**config.mk**
```make
export PLATFORM = sky130hd
export DESIGN_NAME = signmag_accumulator
export DESIGN_NICKNAME = d
export VERILOG_FILES = /design/src/rtl/signmag_accumulator.sv
export SDC_FILE = /design/constraint.sdc
export NUM_CORES = 1
export LEC_CHECK = 0
export BUFFER_PORTS_ARGS = -buffer_cell sky130_fd_sc_hd__buf_4
export CAP_MARGIN = 20
export CORE_AREA = 10 10 87 89
export CTS_CLUSTER_DIAMETER = 60
export CTS_CLUSTER_SIZE = 12
export DETAILED_ROUTE_END_ITERATION = 10
export DIE_AREA = 0 0 97 99
export SLEW_MARGIN = 20
export SYNTH_ARGS = -nofsm -noshare
export SYNTH_HDL_FRONTEND = slang
export SYNTH_SLANG_ARGS = --single-unit
```
**constraint.sdc**
```tcl
create_clock -name clk -period 3.5 [get_ports clk]
set_input_delay 0.525 -clock clk [delete_from_list [all_inputs] [get_ports clk]]
set_output_delay 0.525 -clock clk [all_outputs]
set_load 0.01 [all_outputs]
```
**src/rtl/signmag_accumulator.sv**
```systemverilog
// Sign-magnitude running total: ADD/SUB/LOAD/CLEAR, one op per 3 cycles (accept, execute, done pulse).
// Backpressure: in_ready is high only in IDLE; the source holds in_valid until it is accepted.
module signmag_accumulator #(
   parameter int N   = 8,
   parameter bit SAT = 1'b1
) (
   input  logic         clk,
   input  logic         rst,
   input  logic         in_valid,
   output logic         in_ready,
   input  logic [1:0]   op,
   input  logic [N-1:0] din,
   output logic [N-1:0] acc_out,
   output logic         out_valid,
   output logic         ovf,
   output logic         sticky_ovf
);

   localparam int M = N - 1;

   localparam logic [1:0] OP_ADD   = 2'b00;
   localparam logic [1:0] OP_SUB   = 2'b01;
   localparam logic [1:0] OP_LOAD  = 2'b10;
   localparam logic [1:0] OP_CLEAR = 2'b11;

   typedef enum logic [1:0] {S_IDLE, S_EXEC, S_DONE} state_t;

   state_t         r_state;
   logic [1:0]     r_op;
   logic [N-1:0]   r_din;
   logic [N-1:0]   r_acc;
   logic           r_out_valid;
   logic           r_ovf;
   logic           r_sticky;

   logic           w_a_sign;
   logic [M-1:0]   w_a_mag;
   logic           w_b_sign;
   logic [M-1:0]   w_b_mag;
   logic [N-1:0]   w_sum;
   logic           w_add_ovf;
   logic           w_res_sign;
   logic [M-1:0]   w_res_mag;
   logic [N-1:0]   w_next;
   logic           w_ovf;

   always_comb begin
      w_a_sign   = r_acc[N-1];
      w_a_mag    = r_acc[M-1:0];
      // SUB is ADD with the operand's sign flipped
      w_b_sign   = r_din[N-1] ^ (r_op == OP_SUB);
      w_b_mag    = r_din[M-1:0];
      w_sum      = {1'b0, w_a_mag} + {1'b0, w_b_mag};
      w_add_ovf  = 1'b0;
      w_res_sign = 1'b0;
      w_res_mag  = '0;
      if (w_a_sign == w_b_sign) begin
         w_res_sign = w_a_sign;
         w_add_ovf  = w_sum[N-1];
         w_res_mag  = (w_add_ovf && SAT) ? {M{1'b1}} : w_sum[M-1:0];
      end else if (w_a_mag >= w_b_mag) begin
         w_res_sign = w_a_sign;
         w_res_mag  = w_a_mag - w_b_mag;
      end else begin
         w_res_sign = w_b_sign;
         w_res_mag  = w_b_mag - w_a_mag;
      end

      w_next = '0;
      w_ovf  = 1'b0;
      case (r_op)
         OP_ADD, OP_SUB: begin
            // a zero magnitude never carries a negative sign
            w_next = {w_res_sign & (|w_res_mag), w_res_mag};
            w_ovf  = w_add_ovf;
         end
         OP_LOAD:  w_next = {r_din[N-1] & (|r_din[M-1:0]), r_din[M-1:0]};
         default:  w_next = '0;
      endcase
   end

   always_ff @(posedge clk or posedge rst) begin
      if (rst) begin
         r_state     <= S_IDLE;
         r_op        <= OP_ADD;
         r_din       <= '0;
         r_acc       <= '0;
         r_out_valid <= 1'b0;
         r_ovf       <= 1'b0;
         r_sticky    <= 1'b0;
      end else begin
         case (r_state)
            S_IDLE: begin
               r_out_valid <= 1'b0;
               if (in_valid) begin
                  r_op    <= op;
                  r_din   <= din;
                  r_state <= S_EXEC;
               end
            end
            S_EXEC: begin
               r_acc       <= w_next;
               r_ovf       <= w_ovf;
               r_out_valid <= 1'b1;
               if (r_op == OP_CLEAR)
                  r_sticky <= 1'b0;
               else if (w_ovf)
                  r_sticky <= 1'b1;
               r_state     <= S_DONE;
            end
            S_DONE: begin
               r_out_valid <= 1'b0;
               r_state     <= S_IDLE;
            end
            default: begin
               r_out_valid <= 1'b0;
               r_state     <= S_IDLE;
            end
         endcase
      end
   end

   assign in_ready   = (r_state == S_IDLE);
   assign acc_out    = r_acc;
   assign out_valid  = r_out_valid;
   assign ovf        = r_ovf;
   assign sticky_ovf = r_sticky;

endmodule

```
==> results by group <==
Outcome
  • Outcome: complete, no violations

Setup path
  • Cell family contributing the most delay on the critical path: compound AO/OA/AOI/OAI gates
  • CP startpoint kind: flip-flop
  • CP Cell Sequence: inv_1, ha_1, nand2_1, nor3_1, a21o_1, mux2_2, o221a_2, a21oi_1, nand4_1, o21a_1
  • CP Class: flip-flop to flip-flop
  • CP max FO: 11
  • CP peak stage delay: 0.45 ns
  • Critical Path Slowest Stage Cell: ha_1
  • Sum of buffers and inverters on the critical path: 1
  • Critical path capture point type: flip-flop
  • CP arrival: about 3.2 ns
  • WP data required: 3.67 ns

Clock network
  • CTS tree: yes
  • Htree depth: 1
  • Hold Buf Count CTS: 0
  • Worst-case clock buffer depth: 2
  • Root buffer cell: clkbuf_8
  • TritonCTS Buffers: 3
  • Worst skew pair latency: 0.27 ns
  • Clk slew on worst S/H paths: about 0.09 ns
  • Post-CTS resize count: 0
  • CTS sink cnt: 23
  • Postcts setup bufs: 0

Synth
  • Library cells used by synthesis: 52
  • Mux share of post-synthesis cell area: 3.529%
  • Gate Count Post-Synth: 232
  • Post-synth EDFFs: 0
  • Syn. warnings: 0
  • Synth Area in Adders: 16.26%
  • Flops & latches, synth: 23
  • Largest cells by area after synthesis: dfrtp_1 (29%), ha_1 (13%), inv_1 (5.3%)
  • Compound-Gate Fraction of Synth Area: 26.59%
  • Prevailing post-synth register cell: dfrtp_1
  • Post-synthesis xor/xnor area fraction: 2.520%
  • Simple-Gate Fraction of Synth Area: 13.99%
  • Asr flop ratio synth: 100.0%
  • Syn Area/Cell: 8.559 µm²
  • Post-synth top area cell: dfrtp_1
  • Post-synthesis sequential area ratio: ~29%
  • Largest family of logic cells by synthesized area: compound AO/OA/AOI/OAI gates
  • Syn nets: roughly 270
  • Yosys top cell area share: 28.99%
  • Synthesized area: 1986 µm²

Layout
  • Antenna diode count: 0
  • Share of layout cells above drive strength 1: 16.00%
  • Area added between synthesis and finish: 13.42%
  • Final Util: 38.49%
  • Final-stage net count: ~290
  • Non-filler instance count after layout: approximately 330

STA
  • Fmax: 330.1 MHz
  • Worst Skew: around 0.0028 ns
  • Final Critical Period: 3.029 ns
  • Hold_ws: ~0.43 ns
  • Count of pins over their slew limit: 0
  • Worst slew pin tran: 0.8719 ns
  • Final setup TNS: 0 ns
  • Final period utilization: between 80 and 90%
  • Endpoints failing hold: 0
  • Worst rel slew slack: 41.81%
  • RSZ-0062 raised after global routing: no
  • Finish-stage setup viols: 0

Placed design
  • Placed wire-length estimate: 4.099 mm
  • Post-Place Cells: 321
  • Global placement routability congestion: roughly 0.86
  • IO Port Bufs: 24

Worst hold path
  • HP Class: input pin to asynchronous set/reset pin

Detailed routing
  • Vias per inst: approximately 5.2
  • Initial DRT Pass Iterations: 4
  • # DRC: 0
  • Initial DRC Count: 117
  • Via count: ~1.7k
  • Per-cell routed wire length: 15.70 µm
  • Antenna viol nets, final: 0
  • Routed wire length: 5.102 mm

Floorplan
  • Die W: roughly 97 µm
  • Core region area: between 5000 and 6000 µm²
  • Initial core utilization: 33.94%
  • Die Footprint: 9603 µm²
  • Die Span Y: 99 µm
  • Number of cell rows: 28
  • Io pins: 25

GRT
  • Initial antenna violation count: 0
  • Largest net degree at the start of global routing: 24
  • Gr ovfl total: 0
  • First-pass GRT wire length: 8.480 mm
  • Vias in the first global route: 1645
  • GRT Total Usage: roughly a tenth

Power
  • LEAKAGE: 0.001070 µW
  • Cell Pwr Density: 1007 nW/µm²
  • Max IR drop VDD: 0.4101 mV

Flow run
  • Max-Cap Viols: 0
state kept, by name, summed over array words and instances (netlist names):
name,flops
sticky_ovf,1
r_op,2
acc_out,8
r_din,8
ovf,1
out_valid,1
r_state,2
layout by cell type (no fill, tap or decap), drive strengths merged, types with 3 or more instances in the layout:
cell type and instances:
buf 24, nand2 22, nor2b 4, nand4 4, mux2 5, clkbuf 3, a21o 4, fa 3
dfrtp 23, o21a 5, ha 21, o21bai 4, a21oi 21, nand3 5, o21ai 20, a31oi 4
nor2 11, xnor2 3, inv 28
layout make-up:
| type | count | area, µm² |
|---|---|---|
| Timing Repair Buffer | 24 | 180.2 |
| Inverter | 28 | 105.1 |
| Multi-Input combinational cell | 171 | 1249 |
| Clock buffer | 3 | 41.29 |
| Tap cell | 75 | 93.84 |
| Clock inverter | 1 | 7.507 |
| Sequential cell | 23 | 575.6 |
| Fill cell | 601 | 3598 |
routing by layer:
layer  GRT usage, %  part of all wire, %  routed length [µm]  vias to the layer above
met5              0                    0                   0                        -
met4          2.838                  1.3                  65                        0
met3          1.466                  4.6                 234                        7
li1               -                    -                   -                      846
met2          16.36                   47                2376                       40
met1          14.42                   48                2425                      798
synth_stat cells (all sizes together), types with 2 or more instances:
cell	n
and2	2
clkbuf	6
o211ai	2
nand2	22
nand2b	2
nand4	4
o21a	5
inv	28
dfrtp	23
mux2	5
a31oi	4
nor3	2
o21bai	4
o221a	2
nor2b	4
a21o	4
fa	3
nor2	11
a22oi	2
o211a	2
ha	21
buf	4
a2bb2oi	2
o31ai	2
a21oi	21
o21ai	20
o41ai	2
xnor2	3
nand3	5
a32o	2
cells by family (layout without fill, tap and decap cells):
group | count (synthesis) | in the layout
compound gates | 80 | 80
mux | 6 | 6
fa+ha+maj | 24 | 24
xor+xnor | 4 | 4
flops | 23 | 23
simple gates | 57 | 57
buf+inv | 38 | 56
final timing paths:
kind | cells after the start | start | endpoint | slack (ns)
max | 10 | acc_out[4]$_DFFE_PP0P_ | acc_out[7]$_DFFE_PP0P_ | 0.47
min | 2 | rst | r_din[2]$_DFFE_PP0P_ | 0.43
max reg2reg | 10 | acc_out[4]$_DFFE_PP0P_ | acc_out[7]$_DFFE_PP0P_ | 0.47
min reg2reg | 2 | ovf$_DFFE_PP0P_ | ovf$_DFFE_PP0P_ | 0.49
max in group asynchronous | 2 | rst | acc_out[3]$_DFFE_PP0P_ | 2.53
min in group clk | 3 | din[1] | r_din[1]$_DFFE_PP0P_ | 0.45
through the flow:
step	setup WS, ns	area [µm²]	total power, µW
after floorplan	0.9184	1986	1676
after global placement	0.5845	2203	2080
after detailed placement	0.4727	2203	2087
after CTS	0.4672	2252	2268
after global routing	0.2085	2252	2485
final	0.4709	2252	2268
power by group:
part	internal (µW)	leakage [µW]	switching [µW]
logic	683	0.000771	934
registers	351	0.000278	123
clock network	80.8	0.0000217	96.3
total	1110	0.00107	1150
(Power assumes the default switching activity.)
